--- src/rtl/vga_timing_gen_pkg.sv ---
// Shared VGA timing constants and small helpers for the timing generator
// and the pixel generators that use the same screen-origin arithmetic.
package vga_timing_gen_pkg;

  localparam int unsigned CNT_W = 10;
  localparam int unsigned RGB_W = 12;

  localparam int unsigned DEF_CLK_DIV  = 4;
  localparam int unsigned DEF_H_SYNC   = 96;
  localparam int unsigned DEF_H_BP     = 48;
  localparam int unsigned DEF_H_ACTIVE = 640;
  localparam int unsigned DEF_H_TOTAL  = 800;
  localparam int unsigned DEF_V_SYNC   = 2;
  localparam int unsigned DEF_V_BP     = 33;
  localparam int unsigned DEF_V_ACTIVE = 480;
  localparam int unsigned DEF_V_TOTAL  = 525;

  // Visible window corners (inclusive) for the default 640x480 timing.
  localparam int unsigned H_VIS_START = DEF_H_SYNC + DEF_H_BP;
  localparam int unsigned H_VIS_END   = H_VIS_START + DEF_H_ACTIVE - 1;
  localparam int unsigned V_VIS_START = DEF_V_SYNC + DEF_V_BP;
  localparam int unsigned V_VIS_END   = V_VIS_START + DEF_V_ACTIVE - 1;

  typedef logic [CNT_W-1:0] cnt_t;
  typedef logic [RGB_W-1:0] rgb_t;

  // True when lo <= pos < hi_excl.
  function automatic logic in_span(cnt_t pos, cnt_t lo, cnt_t hi_excl);
    return (pos >= lo) && (pos < hi_excl);
  endfunction

endpackage

--- src/rtl/vga_timing_gen_clk_en_div.sv ---
// Reusable strobe divider: one-clock enable pulse every CLK_DIV clocks.
module clk_en_div #(
  parameter int unsigned CLK_DIV = 4
) (
  input  logic clk,
  input  logic rst,
  output logic pix_en
);

  localparam int unsigned     DIV_W    = (CLK_DIV > 1) ? $clog2(CLK_DIV) : 1;
  localparam logic [DIV_W-1:0] DIV_LAST = DIV_W'(CLK_DIV - 1);

  logic [DIV_W-1:0] div_q, div_d;
  logic             pix_en_q, pix_en_d;

  // Divider wraps at CLK_DIV-1; the strobe is registered in that same clock.
  always_comb begin
    div_d    = div_q + 1'b1;
    pix_en_d = 1'b0;
    if (div_q == DIV_LAST) begin
      div_d    = '0;
      pix_en_d = 1'b1;
    end
  end

  // Divider state, cleared asynchronously.
  always_ff @(posedge clk or posedge rst) begin
    if (rst) begin
      div_q    <= '0;
      pix_en_q <= 1'b0;
    end else begin
      div_q    <= div_d;
      pix_en_q <= pix_en_d;
    end
  end

  assign pix_en = pix_en_q;

endmodule

--- src/rtl/vga_timing_gen.sv ---
// VGA timing source: pixel strobe, h/v counters, visible-window decode and
// a registered sync/colour stage that lags the counters by one pixel.
module vga_timing_gen
  import vga_timing_gen_pkg::*;
#(
  parameter int unsigned CLK_DIV  = DEF_CLK_DIV,
  parameter int unsigned H_SYNC   = DEF_H_SYNC,
  parameter int unsigned H_BP     = DEF_H_BP,
  parameter int unsigned H_ACTIVE = DEF_H_ACTIVE,
  parameter int unsigned H_TOTAL  = DEF_H_TOTAL,
  parameter int unsigned V_SYNC   = DEF_V_SYNC,
  parameter int unsigned V_BP     = DEF_V_BP,
  parameter int unsigned V_ACTIVE = DEF_V_ACTIVE,
  parameter int unsigned V_TOTAL  = DEF_V_TOTAL
) (
  input  logic             clk,
  input  logic             rst,
  input  logic [RGB_W-1:0] pix_rgb,
  output logic             pix_en,
  output logic [CNT_W-1:0] hCount,
  output logic [CNT_W-1:0] vCount,
  output logic             bright,
  output logic             frame_tick,
  output logic             hSync,
  output logic             vSync,
  output logic [3:0]       vga_r,
  output logic [3:0]       vga_g,
  output logic [3:0]       vga_b
);

  localparam cnt_t H_LAST     = CNT_W'(H_TOTAL - 1);
  localparam cnt_t V_LAST     = CNT_W'(V_TOTAL - 1);
  localparam cnt_t H_SYNC_END = CNT_W'(H_SYNC);
  localparam cnt_t V_SYNC_END = CNT_W'(V_SYNC);
  localparam cnt_t H_VIS_LO   = CNT_W'(H_SYNC + H_BP);
  localparam cnt_t H_VIS_HI   = CNT_W'(H_SYNC + H_BP + H_ACTIVE);
  localparam cnt_t V_VIS_LO   = CNT_W'(V_SYNC + V_BP);
  localparam cnt_t V_VIS_HI   = CNT_W'(V_SYNC + V_BP + V_ACTIVE);

  logic pix_en_w;
  cnt_t h_cnt_q, h_cnt_d;
  cnt_t v_cnt_q, v_cnt_d;
  logic hsync_q, hsync_d;
  logic vsync_q, vsync_d;
  rgb_t rgb_q, rgb_d;
  logic h_last, v_last, bright_w;

  clk_en_div #(
    .CLK_DIV (CLK_DIV)
  ) u_div (
    .clk    (clk),
    .rst    (rst),
    .pix_en (pix_en_w)
  );

  // Window and end-of-line/frame decode from the current counters.
  always_comb begin
    h_last   = (h_cnt_q == H_LAST);
    v_last   = (v_cnt_q == V_LAST);
    bright_w = in_span(h_cnt_q, H_VIS_LO, H_VIS_HI) &&
               in_span(v_cnt_q, V_VIS_LO, V_VIS_HI);
  end

  // Next counter values: advance one pixel per strobe, wrap line and frame.
  always_comb begin
    h_cnt_d = h_cnt_q;
    v_cnt_d = v_cnt_q;
    if (pix_en_w) begin
      if (h_last) begin
        h_cnt_d = '0;
        v_cnt_d = v_last ? '0 : v_cnt_q + 1'b1;
      end else begin
        h_cnt_d = h_cnt_q + 1'b1;
      end
    end
  end

  // Output stage inputs: syncs and colour for the pixel currently addressed,
  // captured on the same strobe that moves the counters on.
  always_comb begin
    hsync_d = hsync_q;
    vsync_d = vsync_q;
    rgb_d   = rgb_q;
    if (pix_en_w) begin
      hsync_d = ~(h_cnt_q < H_SYNC_END);
      vsync_d = ~(v_cnt_q < V_SYNC_END);
      rgb_d   = bright_w ? pix_rgb : '0;
    end
  end

  // Counter and output registers, cleared asynchronously to idle sync levels.
  always_ff @(posedge clk or posedge rst) begin
    if (rst) begin
      h_cnt_q <= '0;
      v_cnt_q <= '0;
      hsync_q <= 1'b1;
      vsync_q <= 1'b1;
      rgb_q   <= '0;
    end else begin
      h_cnt_q <= h_cnt_d;
      v_cnt_q <= v_cnt_d;
      hsync_q <= hsync_d;
      vsync_q <= vsync_d;
      rgb_q   <= rgb_d;
    end
  end

  assign pix_en     = pix_en_w;
  assign hCount     = h_cnt_q;
  assign vCount     = v_cnt_q;
  assign bright     = bright_w;
  assign frame_tick = pix_en_w & h_last & v_last;
  assign hSync      = hsync_q;
  assign vSync      = vsync_q;
  assign vga_r      = rgb_q[11:8];
  assign vga_g      = rgb_q[7:4];
  assign vga_b      = rgb_q[3:0];

endmodule
--- config.mk ---
export PLATFORM = sky130hd
export DESIGN_NAME = vga_timing_gen
export DESIGN_NICKNAME = d
export VERILOG_FILES = /design/src/rtl/vga_timing_gen_pkg.sv /design/src/rtl/vga_timing_gen_clk_en_div.sv /design/src/rtl/vga_timing_gen.sv
export SDC_FILE = /design/constraint.sdc
export NUM_CORES = 1
export LEC_CHECK = 0
export ABC_AREA = 1
export BUFFER_PORTS_ARGS = -buffer_cell sky130_fd_sc_hd__buf_2
export CORE_UTILIZATION = 53
export CTS_CLUSTER_SIZE = 40
export DETAILED_ROUTE_END_ITERATION = 8
export PLACE_DENSITY = 0.82
export SLEW_MARGIN = 20
export SYNTH_ARGS = -nofsm -noshare
export SYNTH_HDL_FRONTEND = slang
export SYNTH_SLANG_ARGS = --single-unit
--- constraint.sdc ---
create_clock -name clk -period 2 [get_ports clk]
set_input_delay 0.5 -clock clk [delete_from_list [all_inputs] [get_ports clk]]
set_output_delay 0.5 -clock clk [all_outputs]
set_load 0.02 [all_outputs]
==> reports/results.tsv, run 1 <==
stage	metric	value	unit
outcome	status	finished, violations left	
outcome	violations	setup timing	
timing	fmax	482	MHz
worst_setup_path	crit_path_top_delay_cell	dfrtp_2	
timing	rsz0062_at_grt	true	
detailed_routing	drt-wirelength-per-cell	12.7	microns
worst_setup_path	cp-end-kind	primary output	
yosys	yosys_warnings	0	
global_route	grt_max_degree	38	
detailed_routing	dr.pass1.iters	4	
worst_setup_path	r2r_setup_slack	400	ps
timing	period_minus_slack	2070	ps
timing	max_slew_margin	69.3	%
clocking	cts-buffers-inserted	5	
worst_setup_path	crit_type	reg2out	
clocking	cts_root_buffer	clkbuf_8	
yosys	syn_area	2070	sq um
finish	fillers	308	
placed_design	io_buffers	50	
finish	stdcell_count	388	
clocking	clk_latency	290	ps
worst_setup_path	startpoint_type	flop	
detailed_routing	vias_per_cell	5.08	
finish	final_nets	359	
timing	whs	303	ps
floorplan	std_cell_rows	22	
timing	finClkSkew	6.23	ps
global_route	grt_pass1_vias	1803	
floorplan	initial_core_util	56.1	%
yosys	synth_cell_types	33	
floorplan	io_pins	51	
clocking	clockBufferDepth	2	
clocking	cts_tree	done	
power	power_density	496	nW/um^2
power	peakVddDrop	0.000383	V
floorplan	die_w	64.5	microns
placed_design	dpl.hpwl	3160	microns
power	leakagePower	1.54	nW
timing	final-hold-violation-count	0	
clocking	ctsHtreeMaxLevel	2	
detailed_routing	num_vias	1972	
worst_setup_path	critPathMaxFanout	4	
detailed_routing	drc	0	
finish	diodes	0	
finish	syn_to_final_growth	28.1	%
yosys	ys_ff_latch	37	
timing	setup_slack	-74.9	ps
clocking	hold_buffers	0	
timing	fin_setup_tns	-74.9	ps
yosys	syn_nets	289	
finish	drive_above_1_share	34.1	%
worst_hold_path	holdCritPathClass	in2async	
clocking	cts.sinks	37	
floorplan	fp.dieArea	4160	sq um
detailed_routing	ant_nets	0	
worst_setup_path	critPathMaxStageDelay	460	ps
worst_setup_path	path_cells	ha_4, nor2_1, nand2_1, a21oi_2, nor2_2, and2_4, buf_6	
floorplan	die_h	64.5	microns
detailed_routing	drt_wl_total	4930	microns
run	drv_cap	0	
floorplan	core	3690	sq um
timing	slew_viol_final	0	
global_route	grt_pass1_wl	7950	microns
timing	setup_violations	1	
yosys	synth.avg_cell_area	7.66	sq um
worst_setup_path	cp.arrival	1570	ps
placed_design	routabilityCongestion	0.793	
yosys	ys_seq_area_share	44.9	%
yosys	synthCells	270	
clocking	clk_pin_slew	80	ps
worst_setup_path	crit_required	1500	ps
global_route	overflow	0	
timing	worst_slew_pin_slew	461	ps
timing	fin_crit_sh	104	%
global_route	grt_usage	25.6	%
placed_design	dp_cells	368	
global_route	antenna_found_initial	0	
detailed_routing	drt_iter0_markers	60	
-- final cells by class --
| type | count | area (sq um) | share of cell area, % |
|---|---|---|---|
| Multi-Input combinational cell | 184 | 991 | 37.4 |
| Sequential cell | 37 | 933 | 35.2 |
| Timing Repair Buffer | 71 | 417 | 15.7 |
| Inverter | 41 | 158 | 5.95 |
| Clock buffer | 6 | 82.6 | 3.12 |
| Tap cell | 48 | 60.1 | 2.27 |
| Clock inverter | 1 | 7.51 | 0.283 |
-- kinds of logic after synthesis --
| group | share of synthesized area (%) |
|---|---|
| simple gates | 33.7 |
| fa+ha+maj | 3.02 |
| flops | 44.9 |
| buf+inv | 9.74 |
| xor+xnor | 2.96 |
| compound gates | 5.69 |
-- what timing repair did --
item	CTS	global route
endpoints found under the hold margin	0	0
setup buffers	12	1
gates resized for setup	12	10
pin swaps	5	6
endpoints found under the setup margin	2	2
-- worst max-delay path, delay by kind of cell, from the launching register on --
family,cells,cell delay [ps]
buffers and inverters,1,120
and+or+nand+nor,4,370
DFF,1,460
AOI/OAI and AO/OA,1,150
adders and majority gates,1,180
-- state kept, by name (all words and copies together) (netlist names) --
| register | count |
|---|---|
| u_div.div_q | 2 |
| vCount | 10 |
| hSync | 1 |
| vSync | 1 |
| hCount | 10 |
| u_div.pix_en | 1 |
| rgb_q | 12 |
-- cells in the mapped netlist (all sizes together) --
cell    number  area (sq um)
nand2       78           300
inv         40           153
dfrtp       35           876
nand3       30           163
nor2        29           138
o21ai       13          80.1
nand4        7          43.8
buf          5          33.8
ha           5          62.6
xor2         5          43.8
nor3         4          20.0
a21oi        3          15.0
clkbuf       3          11.3
and2         2          12.5
dfstp        2          52.6
or2          2          12.5
xnor2        2          17.5
a31oi        1          6.26
a41oi        1          8.76
clkinv       1          3.75
nand3b       1          7.51
o21bai       1          7.51
-- where the power goes --
group	internal, mW	total (mW)	switching [mW]
Clock	0.272	0.539	0.266
Combinational	0.0102	0.0277	0.0176
Sequential	0.748	0.748	0
-- layer usage --
layer  GRT usage, %  vias to the layer above  routed length [microns]
met3           7.57                       12                      251
met2           41.7                       59                     2490
met1           29.3                      921                     2070
li1               -                      980                        -
met4           16.4                        0                      116
met5              0                        -                        0
-- final timing paths --
| check | end | depth (start not counted) | start |
|---|---|---|---|
| hold reg to reg | u_div.div_q[0] | 1 | u_div.div_q[0] |
| setup reg to reg | vCount[6] | 8 | vCount[0] |
| min in group clk | u_div.div_q[0] | 1 | u_div.div_q[0] |
| max in group asynchronous | hSync | 3 | rst |
| hold / removal | rgb_q[3] | 3 | rst |
| setup / recovery | bright | 7 | vCount[0] |
-- cells in the final DEF, fill, tap and decap left out, drive strengths merged --
| cell type | netlist | final |
|---|---|---|
| o21bai | 1 | 1 |
| and2 | 2 | 2 |
| or2 | 2 | 2 |
| dfrtp | 35 | 35 |
| clkinvlp | 0 | 1 |
| inv | 40 | 40 |
| a41oi | 1 | 1 |
| clkbuf | 3 | 6 |
| dfstp | 2 | 2 |
| nor3 | 4 | 4 |
| a31oi | 1 | 1 |
| clkinv | 1 | 1 |
| buf | 5 | 71 |
| nand3 | 30 | 30 |
| nor2 | 29 | 29 |
| nand4 | 7 | 7 |
| nand3b | 1 | 1 |
| xnor2 | 2 | 2 |
| a21oi | 3 | 3 |
| ha | 5 | 5 |
| nand2 | 78 | 78 |
| xor2 | 5 | 5 |
| o21ai | 13 | 13 |
-- per-stage QoR --
stage	power, mW	utilization [%]	setup WS [ps]	instance area (sq um)
floorplan	0.773	-	148	2070
global placement	0.791	64.9	161	2390
detailed placement	0.791	64.9	113	2390
CTS	1.33	70.7	-31.8	2610
global route	1.36	71.8	-140	2650
finish	1.31	71.8	-74.9	2650
Power figures use the tool's default switching activity.
==> inputs of run 2 (changes only) <==
--- a/config.mk
+++ b/config.mk
@@ -5,12 +5,12 @@
 export SDC_FILE = /design/constraint.sdc
 export NUM_CORES = 1
 export LEC_CHECK = 0
-export ABC_AREA = 1
+export ABC_AREA = 0
 export BUFFER_PORTS_ARGS = -buffer_cell sky130_fd_sc_hd__buf_2
-export CORE_UTILIZATION = 53
+export CORE_UTILIZATION = 51
 export CTS_CLUSTER_SIZE = 40
 export DETAILED_ROUTE_END_ITERATION = 8
-export PLACE_DENSITY = 0.82
+export PLACE_DENSITY = 0.81
 export SLEW_MARGIN = 20
 export SYNTH_ARGS = -nofsm -noshare
 export SYNTH_HDL_FRONTEND = slang
==> run 2 against run 1 <==
  * Worst setup slack got worse by 170 ps
  * Total power is 8.4% lower
  * The run still ends with setup timing left
  * Sequential share of layout area is 1.9 points higher
  * Routed wire length decreased by 6.0%
==> reports/results.tsv, run 2 <==
stage	metric	value	unit	change
outcome	status	finished, violations left		
outcome	violations	setup timing		
timing	finClkSkew	13.5	ps	+7.31 ps
placed_design	dp_cells	286		-22%
detailed_routing	dr.pass1.iters	4		unchanged
yosys	synth.avg_cell_area	10.4	sq um	+35%
finish	multi_input_area	917	sq um	-7.4%
finish	final_common_cell	buf_2		
global_route	met1_usage	34.0	%	+4.7 points
detailed_routing	ant_nets	0		unchanged
finish	drive_above_1_share	49.0	%	+15 points
timing	slew_viol_final	0		unchanged
detailed_routing	drc	0		unchanged
power	power	1.20	mW	-8.4%
timing	setup_slack	-242	ps	-167 ps
yosys	synth_edf_count	0		unchanged
yosys	synthTopCellsByCount	dfrtp_1, nor2_1, a31o_2, nor2b_1, inv_1		
yosys	synth_cell_types	39		+18%
yosys	synth_ff_type	dfrtp_1		
worst_setup_path	path_cells	ha_4, nand4bb_1, or4_4, nor2_4, buf_6		
worst_setup_path	crit_required	1500	ps	about the same
finish	final_nets	275		-23%
floorplan	die_h	61.8	microns	-4.1%
timing	worst_slew_pin_slew	686	ps	+225 ps
worst_setup_path	critPathMaxFanout	2		-2
finish	syn_to_final_growth	38.2	%	
placed_design	dpl.hpwl	3060	microns	-3.2%
yosys	synth.area.top_cells	dfrtp_1, a31o_2, xnor2_1		
worst_setup_path	crit_path_top_delay_cell	or4_4		
global_route	grt_pass1_wl	6670	microns	-16%
global_route	antenna_found_initial	0		unchanged
yosys	synthCells	176		-35%
worst_setup_path	startpoint_type	flop		
detailed_routing	drt_wl_total	4630	microns	-6.0%
yosys	yosysTopAreaCell	dfrtp_1		
finish	regArea	936	sq um	+0.27%
power	leakagePower	1.26	nW	-18%
yosys	async_flop_share	100	%	unchanged
detailed_routing	drt-wirelength-per-cell	15.3	microns	+20%
global_route	grt.met3_usage	5.38	%	-2.2 points
clocking	cts-buffers-inserted	5		unchanged
finish	final_core_util	74.4	%	+2.6 points
floorplan	io_pins	51		unchanged
timing	whs	168	ps	-134 ps
yosys	syn_nets	195		-33%
clocking	clk_latency	350	ps	+60 ps
clocking	clk_pin_slew	110	ps	+30 ps
placed_design	post_dp_cell_area	2280	sq um	-4.8%
placed_design	io_buffers	50		unchanged
global_route	overflow	0		unchanged
timing	period_minus_slack	2240	ps	+167 ps
global_route	grt_max_degree	35		-7.9%
clocking	cts_tree	done		
detailed_routing	num_vias	1685		-15%
worst_setup_path	critPathMaxStageDelay	530	ps	+70 ps
floorplan	std_cell_rows	21		-4.5%
worst_setup_path	cp-end-kind	primary output		
timing	max_slew_margin	53.1	%	-16 points
finish	fillers	243		-21%
placed_design	routabilityCongestion	0.904		+14%
finish	largest_reg_flops	12		unchanged
timing	final-hold-violation-count	0		unchanged
yosys	synth_top_area_share	48.0	%	+5.7 points
global_route	grt_use_met2	37.6	%	-4.1 points
clocking	cts_root_buffer	clkbuf_4		
floorplan	core	3390	sq um	-8.1%
floorplan	die_w	61.8	microns	-4.1%
worst_setup_path	cp.arrival	1740	ps	+170 ps
finish	top_register	rgb_q		
global_route	grt_usage	24.7	%	-0.89 points
detailed_routing	vias_per_cell	5.56		+9.4%
power	peakVddDrop	0.000489	V	+28%
global_route	grt.busiest_layer	met2		
finish	stdcell_count	303		-22%
worst_setup_path	reg2reg_depth	7		-1
clocking	clockBufferDepth	2		unchanged
worst_setup_path	crit_type	reg2out		
yosys	ys_seq_area_share	50.9	%	+6.0 points
worst_setup_path	cp.depth	5		-2
worst_setup_path	critPathBufInv	1		unchanged
yosys	ys_ff_latch	37		unchanged
floorplan	initial_core_util	53.8	%	-2.3 points
finish	final_design_area_no_fill	2520	sq um	-4.8%
timing	fmax	446	MHz	-7.5%
global_route	grt_pass1_vias	1377		-24%
clocking	ctsHtreeMaxLevel	2		unchanged
floorplan	fp.dieArea	3820	sq um	-8.1%
finish	diodes	0		unchanged
timing	setup_violations	2		+1
worst_setup_path	crit_family	simple AND/OR/NAND/NOR gates		
power	power_density	478	nW/um^2	-3.7%
timing	fin_crit_sh	112	%	+8.4 points
yosys	syn_area	1820	sq um	-12%
clocking	cts.sinks	37		unchanged
yosys	synth_most_common_cell	dfrtp_1		
worst_hold_path	holdCritPathClass	in2async		
detailed_routing	drt_iter0_markers	137		+130%
finish	final_cell_mix	buf_2, buf_4, dfrtp_1		
run	drv_cap	0		unchanged
timing	rsz0062_at_grt	true		
yosys	yosys_warnings	0		unchanged
-- run 2: cell count changes after synthesis, sizes merged, moves of 3 or more --
cell,before,now
nand3,30,10
nand2,78,5
nor2b,0,12
nor4,0,7
o21ai,13,5
xnor2,2,9
inv,40,10
a31o,0,12
nor2,29,13
or3,0,3
-- run 2: worst reg2reg max path, stage by stage (launching register included) --
cell and delay [ps]:
dfrtp_1 410, buf_6 140, buf_4 150, or3_1 410, nor4_2 200, buf_4 180, nand4_1 130, xnor2_1 160
-- run 2: metrics by stage --
stage / worst slack, ps / setup TNS, ps
global placement: 47.2 / 0
floorplan: 4.33 / 0
detailed placement: 26.5 / 0
CTS: -281 / -418
global route: -294 / -522
finish: -242 / -381
-- run 2: layout make-up --
| class | count | share of cell area (%) |
|---|---|---|
| multi-input combinational | 119 | 36.4 |
| clock buffer | 7 | 2.18 |
| inverter | 10 | 1.49 |
| timing repair buffer | 83 | 20.2 |
| sequential | 37 | 37.1 |
| tap | 46 | 2.28 |
| clock inverter | 1 | 0.298 |
-- run 2: cell families after synthesis --
kind of cell             synth area share [%]
AND/OR/NAND/NOR                          22.6
flip-flops                               50.9
AO/OA/AOI/OAI                            12.3
buffers and inverters                    4.46
XOR/XNOR                                 5.76
adder cells (fa/ha/maj)                  3.43
multiplexers                            0.549
-- run 2: repair_timing --
item                       in CTS  in global routing
setup endpoints to repair       2                  6
pin swaps                       6                  5
buffers inserted                6                  3
resized for setup              13                 10
hold buffers                    0                  0
-- run 2: worst paths after layout --
| check | from | slack, ps | end |
|---|---|---|---|
| setup / recovery | hCount[1] | -240 | frame_tick |
| hold / removal | rst | 170 | vCount[8] |
| setup reg to reg | hCount[6] | 130 | vCount[5] |
| hold reg to reg | u_div.div_q[0] | 440 | u_div.div_q[0] |
| max in group asynchronous | rst | 1560 | hSync |
| min in group clk | pix_rgb[3] | 380 | rgb_q[3] |
-- run 2: per-layer routing --
metal,part of all wire [%],up-vias
met2,50,71
met5,0,-
li1,-,794
met3,6.2,13
met4,2.6,0
met1,41,807
-- run 2: power breakdown --
part / leakage, nW / internal, mW / switching [mW]
combinational: 0.741 / 0.0116 / 0.0183
clock: 0.0315 / 0.172 / 0.254
sequential: 0.485 / 0.748 / 0
total: 1.26 / 0.932 / 0.272
